### config.mk
export PLATFORM = sky130hd
export DESIGN_NAME = load_store_unit
export DESIGN_NICKNAME = d
export VERILOG_FILES = /design/src/rtl/load_store_unit.sv
export SDC_FILE = /design/constraint.sdc
export NUM_CORES = 1
export LEC_CHECK = 0
export CORE_AREA = 3 3 132 134
export CTS_CLUSTER_DIAMETER = 30
export DETAILED_ROUTE_END_ITERATION = 10
export DIE_AREA = 0 0 135 137
export HOLD_SLACK_MARGIN = 0.15
export PLACE_DENSITY = 0.66
export SETUP_SLACK_MARGIN = 0.05
export SLEW_MARGIN = 20
export SYNTH_ARGS = -nofsm -noshare
export SYNTH_HDL_FRONTEND = slang
export SYNTH_SLANG_ARGS = --single-unit
export TNS_END_PERCENT = 20
### constraint.sdc
create_clock -name clk -period 3.45 [get_ports clk]
set_input_delay 0.345 -clock clk [delete_from_list [all_inputs] [get_ports clk]]
set_output_delay 0.345 -clock clk [all_outputs]
set_load 0.01 [all_outputs]
### src/rtl/load_store_unit.sv
// load_store_unit
//   Turns one pipeline load/store request into data-memory accesses and a
//   single-cycle completion pulse. Byte and halfword stores are handled as a
//   read-modify-write on the containing 32-bit word; loads are lane-selected
//   and sign/zero-extended.
//
// Ports
//   clk, rst_n        clock, asynchronous active-low reset
//   req_valid/ready   request handshake (see below)
//   req_we            1 = store, 0 = load
//   req_size          00 byte, 01 halfword, 10 word, 11 illegal
//   req_unsigned      loads: 1 = zero-extend, 0 = sign-extend
//   req_addr          byte address
//   req_wdata         store data, right-aligned
//   resp_valid        one-cycle completion pulse
//   resp_rdata        extended load data (0 for stores, errors and when idle)
//   resp_err          misaligned / illegal size / out-of-range access
//   mem_addr          word-aligned address to data memory
//   mem_wdata         full word to data memory, little-endian lanes
//   mem_rdata         word from data memory, combinational on mem_addr
//   mem_w, mem_r      memory write / read strobes
//   dbg_state         current FSM state (IDLE=0, READ=1, WRITE=2, RESP=3)
//
// Handshake: a request transfers on a posedge where req_valid and req_ready
// are both 1. req_ready is high only in IDLE (and never while rst_n is low).
// All req_* fields are registered at that edge; the requester may change
// them freely afterwards. Completion is reported by exactly one resp_valid
// cycle; there is no back-pressure on the response side.
module load_store_unit #(
  parameter int MEM_BYTES = 256
) (
  input  logic        clk,
  input  logic        rst_n,
  input  logic        req_valid,
  output logic        req_ready,
  input  logic        req_we,
  input  logic [1:0]  req_size,
  input  logic        req_unsigned,
  input  logic [31:0] req_addr,
  input  logic [31:0] req_wdata,
  output logic        resp_valid,
  output logic [31:0] resp_rdata,
  output logic        resp_err,
  output logic [31:0] mem_addr,
  output logic [31:0] mem_wdata,
  input  logic [31:0] mem_rdata,
  output logic        mem_w,
  output logic        mem_r,
  output logic [1:0]  dbg_state
);

  typedef enum logic [1:0] {
    IDLE  = 2'd0,
    READ  = 2'd1,
    WRITE = 2'd2,
    RESP  = 2'd3
  } state_t;

  localparam logic [1:0]  SZ_BYTE = 2'b00;
  localparam logic [1:0]  SZ_HALF = 2'b01;
  localparam logic [1:0]  SZ_WORD = 2'b10;
  localparam logic [32:0] MEM_LIMIT = 33'(MEM_BYTES);

  state_t      state_q, state_d;
  logic        accept;

  // Registered request
  logic        we_q;
  logic [1:0]  size_q;
  logic        uns_q;
  logic [31:0] addr_q;
  logic [31:0] wdata_q;
  logic        err_q;
  logic [31:0] word_q;   // word captured at the end of READ

  // Acceptance-time error detection
  logic [2:0]  req_bytes;
  logic        req_misaligned;
  logic [32:0] req_end;  // one bit wider so addresses near 2^32 cannot wrap
  logic        req_err;

  // Datapath helpers
  logic [4:0]  lane_shift;
  logic [31:0] lane_mask;
  logic [31:0] lane_ins;
  logic [31:0] merged_word;
  logic [31:0] shifted_word;
  logic [31:0] load_data;

  assign accept = req_valid && req_ready;

  always_comb begin
    req_bytes      = 3'd0;
    req_misaligned = 1'b0;
    case (req_size)
      SZ_BYTE: req_bytes = 3'd1;
      SZ_HALF: begin
        req_bytes      = 3'd2;
        req_misaligned = req_addr[0];
      end
      SZ_WORD: begin
        req_bytes      = 3'd4;
        req_misaligned = |req_addr[1:0];
      end
      default: req_bytes = 3'd0;
    endcase
    req_end = {1'b0, req_addr} + {30'd0, req_bytes};
    req_err = (req_size == 2'b11) || req_misaligned || (req_end > MEM_LIMIT);
  end

  // Next-state logic
  always_comb begin
    state_d = state_q;
    case (state_q)
      IDLE: begin
        if (accept) begin
          if (req_err)                 state_d = RESP;
          else if (!req_we)            state_d = READ;
          else if (req_size == SZ_WORD) state_d = WRITE;
          else                         state_d = READ;  // sub-word store: RMW
        end
      end
      READ:    state_d = we_q ? WRITE : RESP;
      WRITE:   state_d = RESP;
      RESP:    state_d = IDLE;
      default: state_d = IDLE;
    endcase
  end

  always_ff @(posedge clk or negedge rst_n) begin
    if (!rst_n) begin
      state_q <= IDLE;
      we_q    <= 1'b0;
      size_q  <= 2'b00;
      uns_q   <= 1'b0;
      addr_q  <= 32'd0;
      wdata_q <= 32'd0;
      err_q   <= 1'b0;
      word_q  <= 32'd0;
    end else begin
      state_q <= state_d;
      if (accept) begin
        we_q    <= req_we;
        size_q  <= req_size;
        uns_q   <= req_unsigned;
        addr_q  <= req_addr;
        wdata_q <= req_wdata;
        err_q   <= req_err;
      end
      if (state_q == READ) begin
        word_q <= mem_rdata;
      end
    end
  end

  // Lane selection shared by the store merge and the load extraction.
  // Halfword accesses are 2-byte aligned, so addr[0] is 0 and the byte shift
  // also selects the correct half lane.
  always_comb begin
    lane_shift = {addr_q[1:0], 3'b000};
    lane_mask  = 32'hFFFF_FFFF;
    lane_ins   = wdata_q;
    case (size_q)
      SZ_BYTE: begin
        lane_mask = 32'h0000_00FF << lane_shift;
        lane_ins  = {4{wdata_q[7:0]}};
      end
      SZ_HALF: begin
        lane_mask = 32'h0000_FFFF << lane_shift;
        lane_ins  = {2{wdata_q[15:0]}};
      end
      default: begin
        lane_mask = 32'hFFFF_FFFF;
        lane_ins  = wdata_q;
      end
    endcase
    // Word stores never enter READ; the all-ones mask discards word_q.
    merged_word  = (word_q & ~lane_mask) | (lane_ins & lane_mask);

    shifted_word = word_q >> lane_shift;
    case (size_q)
      SZ_BYTE: load_data = uns_q ? {24'd0, shifted_word[7:0]}
                                 : {{24{shifted_word[7]}}, shifted_word[7:0]};
      SZ_HALF: load_data = uns_q ? {16'd0, shifted_word[15:0]}
                                 : {{16{shifted_word[15]}}, shifted_word[15:0]};
      default: load_data = word_q;
    endcase
  end

  // Outputs are decoded from the state register only, so an asynchronous
  // reset drops every strobe in the same cycle.
  always_comb begin
    req_ready  = rst_n && (state_q == IDLE);
    mem_r      = (state_q == READ);
    mem_w      = (state_q == WRITE);
    mem_addr   = 32'd0;
    mem_wdata  = 32'd0;
    resp_valid = (state_q == RESP);
    resp_err   = (state_q == RESP) && err_q;
    resp_rdata = 32'd0;
    if (state_q == READ || state_q == WRITE) begin
      mem_addr = {addr_q[31:2], 2'b00};
    end
    if (state_q == WRITE) begin
      mem_wdata = merged_word;
    end
    if (state_q == RESP && !err_q && !we_q) begin
      resp_rdata = load_data;
    end
    dbg_state = state_q;
  end

endmodule

==> out/results.tsv <==
stage	metric	value	unit
sta	period utilisation layout	92.7	%
clock_tree	Clock transition at path regs	0.08	ns
drt	vias	6100	
synthesis	Syn Inst Count	704	
min_path	type of the tightest min-delay check	reg2reg	
drt	Routed Antenna Nets	0	
power	Internal	4.75	mW
die	row count	47	
layout	Non-Filler Instances	1126	
clock_tree	Num CTS Buffers	9	
critical_path	worst-path fanout max	5	
power	Clk pwr share	14.2	%
critical_path	cell repeated most along the worst path	ha_1	
sta	max_slew headroom	44.0	%
power	Net Sw Frac	41.4	%
placement	dpl hpwl	16600	microns
sta	RSZ-0062 raised after global routing	false	
critical_path	Worst Setup End Kind	flip-flop	
global_route	largest net degree at the start of global routing	66	
clock_tree	Max Buffers Root-to-Sink	2	
drt	vias per cell	5.42	
synthesis	synthesis-stage register bit count	103	
power	Comb power frac	55.8	%
global_route	antenna violations before repair	0	
layout	Net count, final	1019	
sta	Fin. Hold Viols	0	
die	die outline height	137	microns
power	Sw Pwr	3.36	mW
placement	Placement Cell Area	0.00887	sq mm
die	Initial Utilization	39.8	%
placement	Placed Cells	1109	
layout	post-route cell area	0.00921	sq mm
clock_tree	post-CTS setup buffers	0	
sta	fin crit period	3.20	ns
global_route	number of global-route vias before repair	6031	
power	VDD IR-drop max	399	uV
critical_path	critical-path cell list	clkdlybuf4s50_1 -> inv_1 -> ha_1 -> ha_1 -> fa_1 -> a21oi_2 -> nor2_1 -> buf_4 -> a311o_2 -> a22oi_1 -> o211ai_1 -> nor4_2 -> a41oi_2	
drt	WL per Instance	19.5	microns
placement	IO Port Bufs	203	
drt	Routed WL	22000	microns
die	Top Ports	206	
die	die width	135	microns
die	Die Area	0.0185	sq mm
synthesis	Post-synth EDFFs	0	
sta	Slew @ Worst Pin	0.839	ns
critical_path	Crit-path slowest cell	clkdlybuf4s50_1	
sta	endpoints failing setup	0	
die	Core Box Area	0.0164	sq mm
run	total of max-cap violations	0	
synthesis	Yosys cell types	62	
layout	Layout fillers	1524	
power	Power Density	881	mW/mm^2
sta	fin. max-slew vios	0	
synthesis	Seq/Total Area, Yosys	39.5	%
synthesis	Main synth FF type	dfrtp_1	
clock_tree	CTS tree	built	
synthesis	Avg Inst Size Synth	9.27	sq um
clock_tree	Sink Count	103	
critical_path	Worst EP required	3.68	ns
critical_path	CP Data Arrival Time	3.43	ns
synthesis	Mapped Area	0.00653	sq mm
clock_tree	H-tree levels	3	
layout	Syn-to-layout area delta	41.1	%
global_route	first-pass GRT wire length	33500	microns
synthesis	Yosys warnings	0	
synthesis	Synth async-reset ratio	100	%
drt	DR iter-0 viols	429	
outcome	status	finished clean	
layout	post-layout util	56.2	%
clock_tree	clk_lat worst skew	0.36	ns
critical_path	Setup CP Type	in2reg	
drt	Remaining DRCs	0	
sta	Hold Slack	0.491	ns
layout	number of antenna diodes	0	
sta	Fmax	313	MHz
power	Seq pwr share	30.0	%
placement	gpl congestion	0.962	
layout	layout cells sized above 1	15.2	%
critical_path	Critical Path Source Type	input port	
global_route	total gr overflow	0	
global_route	Tot GR Track Use	23.4	%
power	Leak	3.95	nW
clock_tree	clk root buf	clkbuf_16	
sta	clock skew	0.00901	ns
drt	DRT Pass-1 Iters	5	
power	Tot Pwr	8.12	mW
critical_path	Worst path max stage delay	0.48	ns
-- critical path: cells and delay by family --
family / cells / cell delay [ns]
AOI/OAI and AO/OA: 5 / 1.02
adders and majority gates: 3 / 0.83
buffers and inverters: 3 / 0.72
and+or+nand+nor: 2 / 0.50
-- routing by layer --
layer / vias to the layer above / wire length (microns) / GRT usage [%]
met5: - / 0 / 0
met4: 0 / 295 / 4.26
met3: 21 / 1540 / 5.37
met2: 244 / 11000 / 41.8
met1: 2925 / 9140 / 29.4
li1: 2910 / - / -
-- per-stage QoR --
stage	setup WS [ns]	setup TNS [ns]
floorplan	0.649	0
global placement	-0.0201	-0.0210
detailed placement	-0.129	-0.334
CTS	0.258	0
global route	0.0449	0
finish	0.251	0
-- final timing paths --
kind | from | end | slack (ns) | cells past startpoint
max reg2reg | dbg_state[0]$_DFFE_PN0P_ | wdata_q[17]$_DFFE_PN0P_ | 1.13 | 6
max in group asynchronous | rst_n | word_q[13]$_DFFE_PN0P_ | 1.54 | 4
min | addr_q[16]$_DFFE_PN0P_ | addr_q[16]$_DFFE_PN0P_ | 0.49 | 2
min in group asynchronous | rst_n | word_q[27]$_DFFE_PN0P_ | 0.66 | 3
max | req_size[0] | dbg_state[1]$_DFFE_PN0P_ | 0.25 | 13
min reg2reg | addr_q[16]$_DFFE_PN0P_ | addr_q[16]$_DFFE_PN0P_ | 0.49 | 2
-- synthesized netlist by cell type (2+ instances only) --
library cell	instances	area, sq um
a21oi_1	40	200
a211o_1	2	17.5
nand2_1	100	375
nor4_1	4	25.0
inv_1	33	124
o2111ai_1	4	35.0
a21boi_0	11	82.6
nor2b_1	4	25.0
a311o_1	2	20.0
a221oi_1	7	61.3
mux2i_1	24	240
nand2b_1	4	25.0
mux2_2	74	833
o211a_1	16	160
a211oi_1	2	15.0
nand4_1	9	56.3
clkbuf_1	36	135
o221ai_1	7	61.3
nor3_1	5	25.0
a21o_1	3	22.5
buf_4	3	22.5
dfrtp_1	103	2580
buf_2	5	25.0
o21ai_0	65	325
and2_1	34	213
and4_1	5	43.8
and3_2	2	15.0
a311o_2	2	22.5
and3_1	4	25.0
nor2_1	18	67.6
o21ai_1	3	15.0
nand3_1	21	105
ha_1	14	175
buf_1	2	7.51
a31oi_1	4	25.0
nor3b_1	6	45.0
-- power groups by stage --
stage                     logic (mW)  clock network (mW)  registers, mW
after floorplan                 2.62                   0           2.13
after global placement          4.52                   0           2.43
after detailed placement        4.52                   0           2.45
after CTS                       4.56                1.18           2.43
after global routing            4.95                1.22           2.50
final                           4.53                1.15           2.43
-- logic make-up (layout without fill, tap and decap cells) --
logic type	after synthesis	in the layout	synth area share [%]
and+or+nand+nor	228	228	18.2
AOI/OAI and AO/OA	177	177	17.6
DFF	103	103	39.5
muxes	99	99	16.7
buffers and inverters	80	281	4.87
adders and majority gates	15	15	2.99
other	1	2	0.0574
xor gates and xnor gates	1	1	0.134
-- state kept, by name, indices dropped and copies added, names as in the netlist --
| name | count |
|---|---|
| addr_q | 32 |
| wdata_q | 32 |
| word_q | 32 |
| dbg_state | 2 |
| size_q | 2 |
| err_q | 1 |
| uns_q | 1 |
| we_q | 1 |
-- layout by cell type, fill, tap and decap left out, types with 18 or more instances in the layout --
cell type	synthesis	final
buf_4	3	27
nand2_1	100	99
and2_1	34	34
dfrtp_1	103	103
clkdlybuf4s50_1	0	202
inv_1	33	33
o21ai_0	65	65
nand3_1	21	21
a21oi_1	40	39
nor2_1	18	18
mux2i_1	24	24
mux2_2	74	74
-- final cells by class --
class                           count  area (sq um)  area share [%]
Clock buffer                        9           225            2.44
Clock inverter                      7           104            1.13
Inverter                           34           128            1.39
Multi-Input combinational cell    522          3650            39.6
Sequential cell                   103          2580            28.0
Tap cell                          220           275            2.99
Timing Repair Buffer              231          2250            24.5
-- what timing repair did --
action	in CTS	in global routing
endpoints found under the setup margin	0	3
resized for setup	0	1
hold buffers	1	0
hold endpoints to repair	38	0
(Power assumes the default switching activity.)
==> RTL edit 1: new RTL, config.mk and constraints unchanged <==
Register the output `dbg_state`, without a reset; this adds one clock of latency there. The other outputs are not delayed to match.
--- a/src/rtl/load_store_unit.sv
+++ b/src/rtl/load_store_unit.sv
@@ -63,2 +63,4 @@
 
+  logic [1:0] dbg_state_d;
+
   state_t      state_q, state_d;
@@ -209,3 +211,7 @@
     end
-    dbg_state = state_q;
+    dbg_state_d = state_q;
+  end
+
+  always_ff @(posedge clk) begin
+    dbg_state <= dbg_state_d;
   end
Formal check against the unedited RTL: not equivalent (a bounded check fails within 4 cycles, from zero or initial values and one cycle with rst_n low).
==> RTL edit 1 against the unedited design <==
  * Final area rose by 0.23%
  * Critical path depth fell by 3
  * Sequential cell count rose by 2
  * Power fell by 0.27%
  * Highest routed layer unchanged
  * Critical endpoint is now resp_rdata[30]
  * Synthesized area barely moved
  * Clock skew rose by 0.00066 ns
  * Count of clock-buffer cells in the layout rose by 2
  * Setup slack improved by 0.048 ns
  * Wire length rose by 0.87%
  * Die area did not move
  * Register-to-register slack got worse by 0.07 ns
==> RTL edit 1: results (changes against the unedited design) <==
H-tree depth: 3 (unchanged)
post-cts resize count: 0 (unchanged)
placement-stage cell area: 0.00893 mm2 (+0.72%)
highest layer used for signal routing: met4
Arr. time, crit path: 2.81 ns (-0.62 ns)
sequential group share of total power: 0.301 (about the same)
met3 Resource Use GR: 0.0610 (+0.00735)
overall power consumption: 8.10 mW (-0.27%)
startpoint of the worst-slack reg-to-reg timing path: dbg_state_d[0]
synthesized area per cell: 9.21 um2 (-0.63%)
proportion of synthesized chip area in sequential cells: 0.401 (+0.00583)
share of final-layout standard cells stronger than drive strength 1: 0.144 (-0.00868)
sum of net half-perimeters after detailed placement: 16900 um (+1.6%)
instance count after placement with tap cells included: 1123 (+1.3%)
layout-stage area growth over the synthesis result: 41.4%
combinational logic power: 4.63 mW (+2%)
clk_skew: 0.00967 ns (+0.000661 ns)
hold slack final: 0.186 ns (-0.305 ns)
amount of wire on met2 after detailed routing: 10800 um (-2.1%)
net count of the finished layout: 1032 (+1.3%)
post-CTS setup buffers: 0 (unchanged)
# diodes: 0 (unchanged)
ys async rst share: 0.981 (-0.0190)
ranking of synthesized cells by area: sky130_fd_sc_hd__dfrtp_1 39%, sky130_fd_sc_hd__mux2_2 12%, sky130_fd_sc_hd__nand2_1 5.8%, sky130_fd_sc_hd__o21ai_0 5.4%, sky130_fd_sc_hd__mux2i_1 3.7%
clock-pin slew reported for the worst setup and hold paths after clock tree synthesis: 0.07 ns
depth of the most critical reg-to-reg path: 6 (unchanged)
Clock Tree Buf Depth: 2 (unchanged)
first-iteration detailed-routing DRC count: 469 (+9.3%)
Skew-Pair Late Insertion Delay: 0.36 ns (about the same)
largest registers in the final layout: addr_q (32), wdata_q (32), word_q (32)
worst ir drop on vdd: 0.450 mV (+13%)
largest net degree at the start of global routing: 67 (+1.5%)
reg-to-reg endpoint: addr_q[8]
met1 usage: 0.296 (+0.00271)
worst min-delay path class: in -> async
global placer's final weighted congestion: 0.899 (-6.5%)
M2 GR Usage: 0.405 (-0.0133)
worst setup slack after placement: -0.164 ns (-0.0351 ns)
status: finished, final reports clean
largest fanout on the critical path: 16 (+11)
number of global-route vias before repair: 6015 (-0.27%)
Sw Ratio: 0.417 (+0.00239)
worst slew margin relative to its limit: 0.434 (-0.00690)
wl on met1: 9150 um (+0.18%)
post-detailed-route wirelength per cell: 19.5 um (-0.28%)
filler cell count in the final layout: 1486 (-2.5%)
number of vias per cell: 5.41 (-0.19%)
most used standard cells in the synthesized netlist: 103 x sky130_fd_sc_hd__dfrtp_1, 101 x sky130_fd_sc_hd__nand2_1, 70 x sky130_fd_sc_hd__o21ai_0, 69 x sky130_fd_sc_hd__mux2_2, 40 x sky130_fd_sc_hd__a21oi_1
total met3 wirelength after detailed routing: 1730 um (+12%)
Final Non-Filler Cells: 1139 (+1.2%)
Reg2Reg Setup Slack: 1.06 ns (-0.07 ns)
standby leakage power: 3.95 nW (about the same)
GRT Overall Usage: 0.236 (+0.00228)
total count of max-transition violations in the final report: 0 (unchanged)
global-route wire length before repair: 33700 um (+0.66%)
[RTL edit 1: worst max-delay path, stage by stage, from the launching register on]
cell	delay (ns)
sky130_fd_sc_hd__dfrtp_1	0.44
sky130_fd_sc_hd__buf_4	0.23
sky130_fd_sc_hd__nor2b_1	0.13
sky130_fd_sc_hd__buf_4	0.18
sky130_fd_sc_hd__nand2_1	0.06
sky130_fd_sc_hd__o21ai_0	0.08
sky130_fd_sc_hd__nand2_1	0.07
sky130_fd_sc_hd__a21oi_1	0.22
sky130_fd_sc_hd__o21ai_2	0.26
sky130_fd_sc_hd__a21oi_1	0.22
sky130_fd_sc_hd__clkdlybuf4s50_1	0.57
[RTL edit 1: cells by family (layout without fill, tap and decap cells)]
group / Yosys count / count (layout) / synth area share
buffers and inverters: 81 / 290 / 0.0483
xor gates and xnor gates: 8 / 8 / 0.0107
muxes: 93 / 93 / 0.156
AOI/OAI and AO/OA: 182 / 182 / 0.177
other: 1 / 2 / 0.000574
DFF: 105 / 105 / 0.401
adders and majority gates: 15 / 15 / 0.0299
and+or+nand+nor: 224 / 224 / 0.177
[RTL edit 1: layout make-up]
type | count | area share
well taps | 220 | 0.0298
clock buffers | 11 | 0.0252
clock inverters | 5 | 0.00610
flip-flops and latches | 105 | 0.283
multi-input cells | 524 | 0.393
inverters | 37 | 0.0150
repair buffers | 237 | 0.247
[RTL edit 1: how the worst max path moves through the flow]
stage	from	endpoint	slack, ns
6_report	addr_q[1]	resp_rdata[30]	0.30
5_1_grt	addr_q[1]	resp_rdata[30]	0.08
4_1_cts	req_size[0]	dbg_state_d[1]	0.22
3_5_place_dp	req_size[0]	dbg_state_d[1]	-0.16
3_3_place_gp	req_size[0]	dbg_state_d[1]	-0.10
2_1_floorplan	req_size[0]	dbg_state_d[1]	0.54
==> RTL edit 2: new RTL, config.mk and constraints unchanged <==
Without the edit above. `MEM_BYTES`: 256 -> 192.
--- a/src/rtl/load_store_unit.sv
+++ b/src/rtl/load_store_unit.sv
@@ -29,3 +29,3 @@
 module load_store_unit #(
-  parameter int MEM_BYTES = 256
+  parameter int MEM_BYTES = 192
 ) (
Check against the original RTL: not equivalent (Yosys sat finds a counterexample within 4 cycles, from zero or initial values and one cycle with rst_n low).
==> RTL edit 2 against the unedited design <==
  * Power decreased by 1.1%
  * Synthesized area increased by 0.35%
  * Hold slack got worse by 0.013 ns
  * Setup slack improved by 0.012 ns
  * Wire length increased by 1.3%
  * Sequential share of layout area increased by 0.091 points
  * Largest cell class unchanged
  * Final area decreased by 0.33%
  * Core utilization decreased by 0.18 points
  * Register-to-register slack improved by 0.02 ns
  * Clock power decreased by 9%
  * Combinational power about the same
  * Sequential cell count unchanged
  * Cell count increased by 0.18%
  * Critical path type is now reg -> out
==> RTL edit 2: results (changes against the unedited design) <==
status: finished, final reports clean
post-detailed-route wirelength per cell: 19.7 um (+1.1%)
drt total wl: 22300 um (+1.3%)
sum of net half-perimeters after detailed placement: 17200 um (+3.5%)
hold slack final: 0.478 ns (-0.0130 ns)
GRT Overall Usage: 0.238 (+0.00413)
crit path time final: 3.19 ns (-0.0118 ns)
launch point of the worst path: addr_q[1]
slowest stage delay, CP: 0.56 ns (+0.08 ns)
number of vias after detailed routing: 6192 (+1.5%)
Arr. time, crit path: 2.84 ns (-0.59 ns)
reg-to-reg endpoint: wdata_q[30]
post-synthesis cell type count: 64 (+3.2%)
worst ir drop on vdd: 0.460 mV (+15%)
master of the slowest instance on the critical path: sky130_fd_sc_hd__dfrtp_1
most used standard cells in the synthesized netlist: 104 x sky130_fd_sc_hd__nand2_1, 103 x sky130_fd_sc_hd__dfrtp_1, 71 x sky130_fd_sc_hd__mux2_2, 68 x sky130_fd_sc_hd__o21ai_0, 42 x sky130_fd_sc_hd__a21oi_1
largest net degree at the start of global routing: 62 (-6.1%)
Slew @ Worst Pin: 0.823 ns (-0.0166 ns)
instance count after placement with tap cells included: 1111 (+0.18%)
ranking of synthesized cells by area: sky130_fd_sc_hd__dfrtp_1 39%, sky130_fd_sc_hd__mux2_2 12%, sky130_fd_sc_hd__nand2_1 6.0%, sky130_fd_sc_hd__o21ai_0 5.2%, sky130_fd_sc_hd__mux2i_1 3.7%
proportion of synthesized chip area in sequential cells: 0.394 (-0.00136)
filler cell count in the final layout: 1499 (-1.6%)
number of standard cells after synthesis: 706 (+0.28%)
placement-stage cell area: 0.00887 mm2 (about the same)
Critical Path End: mem_wdata[16]
Reg2Reg Setup Slack: 1.15 ns (+0.02 ns)
global placer's final weighted congestion: 0.899 (-6.5%)
standby leakage power: 3.89 nW (-1.5%)
global-route wire length before repair: 34000 um (+1.5%)
RTL edit 2: changes by cell type in the layout (fill, tap and decap cells not counted), sizes merged, moves of 5 or more:
cell	delta
nor2	-5
nand4	+8
nor3b	-5
a211oi	+5
RTL edit 2: area by class of cell:
class / count / area, um2 / area share
clock inverters: 6 / 67.6 / 0.00736
inverters: 35 / 131 / 0.0143
flip-flops and latches: 103 / 2580 / 0.281
clock buffers: 10 / 239 / 0.0260
well taps: 220 / 275 / 0.0300
repair buffers: 228 / 2220 / 0.242
multi-input cells: 526 / 3670 / 0.400
RTL edit 2: power breakdown:
part | switching, mW | internal [mW]
clock | 0.465 | 0.588
combinational | 2.26 | 2.28
sequential | 0.630 | 1.81
total | 3.35 | 4.68
RTL edit 2: logic make-up after synthesis:
family                   count (synthesis)  share of synthesized area
flip-flops                             103                      0.394
multiplexers                            95                      0.159
other                                    1                   0.000573
adder cells (fa/ha/maj)                 15                     0.0298
buffers and inverters                   78                     0.0485
XOR/XNOR                                 2                    0.00267
AO/OA/AOI/OAI                          185                      0.184
AND/OR/NAND/NOR                        227                      0.182
RTL edit 2: worst min path at each step:
stage / startpoint / to / depth (start not counted)
2_1_floorplan: rst_n / addr_q[0] / 0
3_3_place_gp: addr_q[30] / addr_q[30] / 2
3_5_place_dp: addr_q[23] / addr_q[23] / 2
4_1_cts: addr_q[23] / addr_q[23] / 2
5_1_grt: addr_q[30] / addr_q[30] / 2
6_report: addr_q[23] / addr_q[23] / 2
RTL edit 2: layer usage:
metal / up-vias / global-route usage / wire (um)
met5: - / 0 / 0
met4: 0 / 0.0694 / 427
met3: 26 / 0.0423 / 1520
met2: 259 / 0.406 / 10900
met1: 2976 / 0.312 / 9380
li1: 2931 / - / -
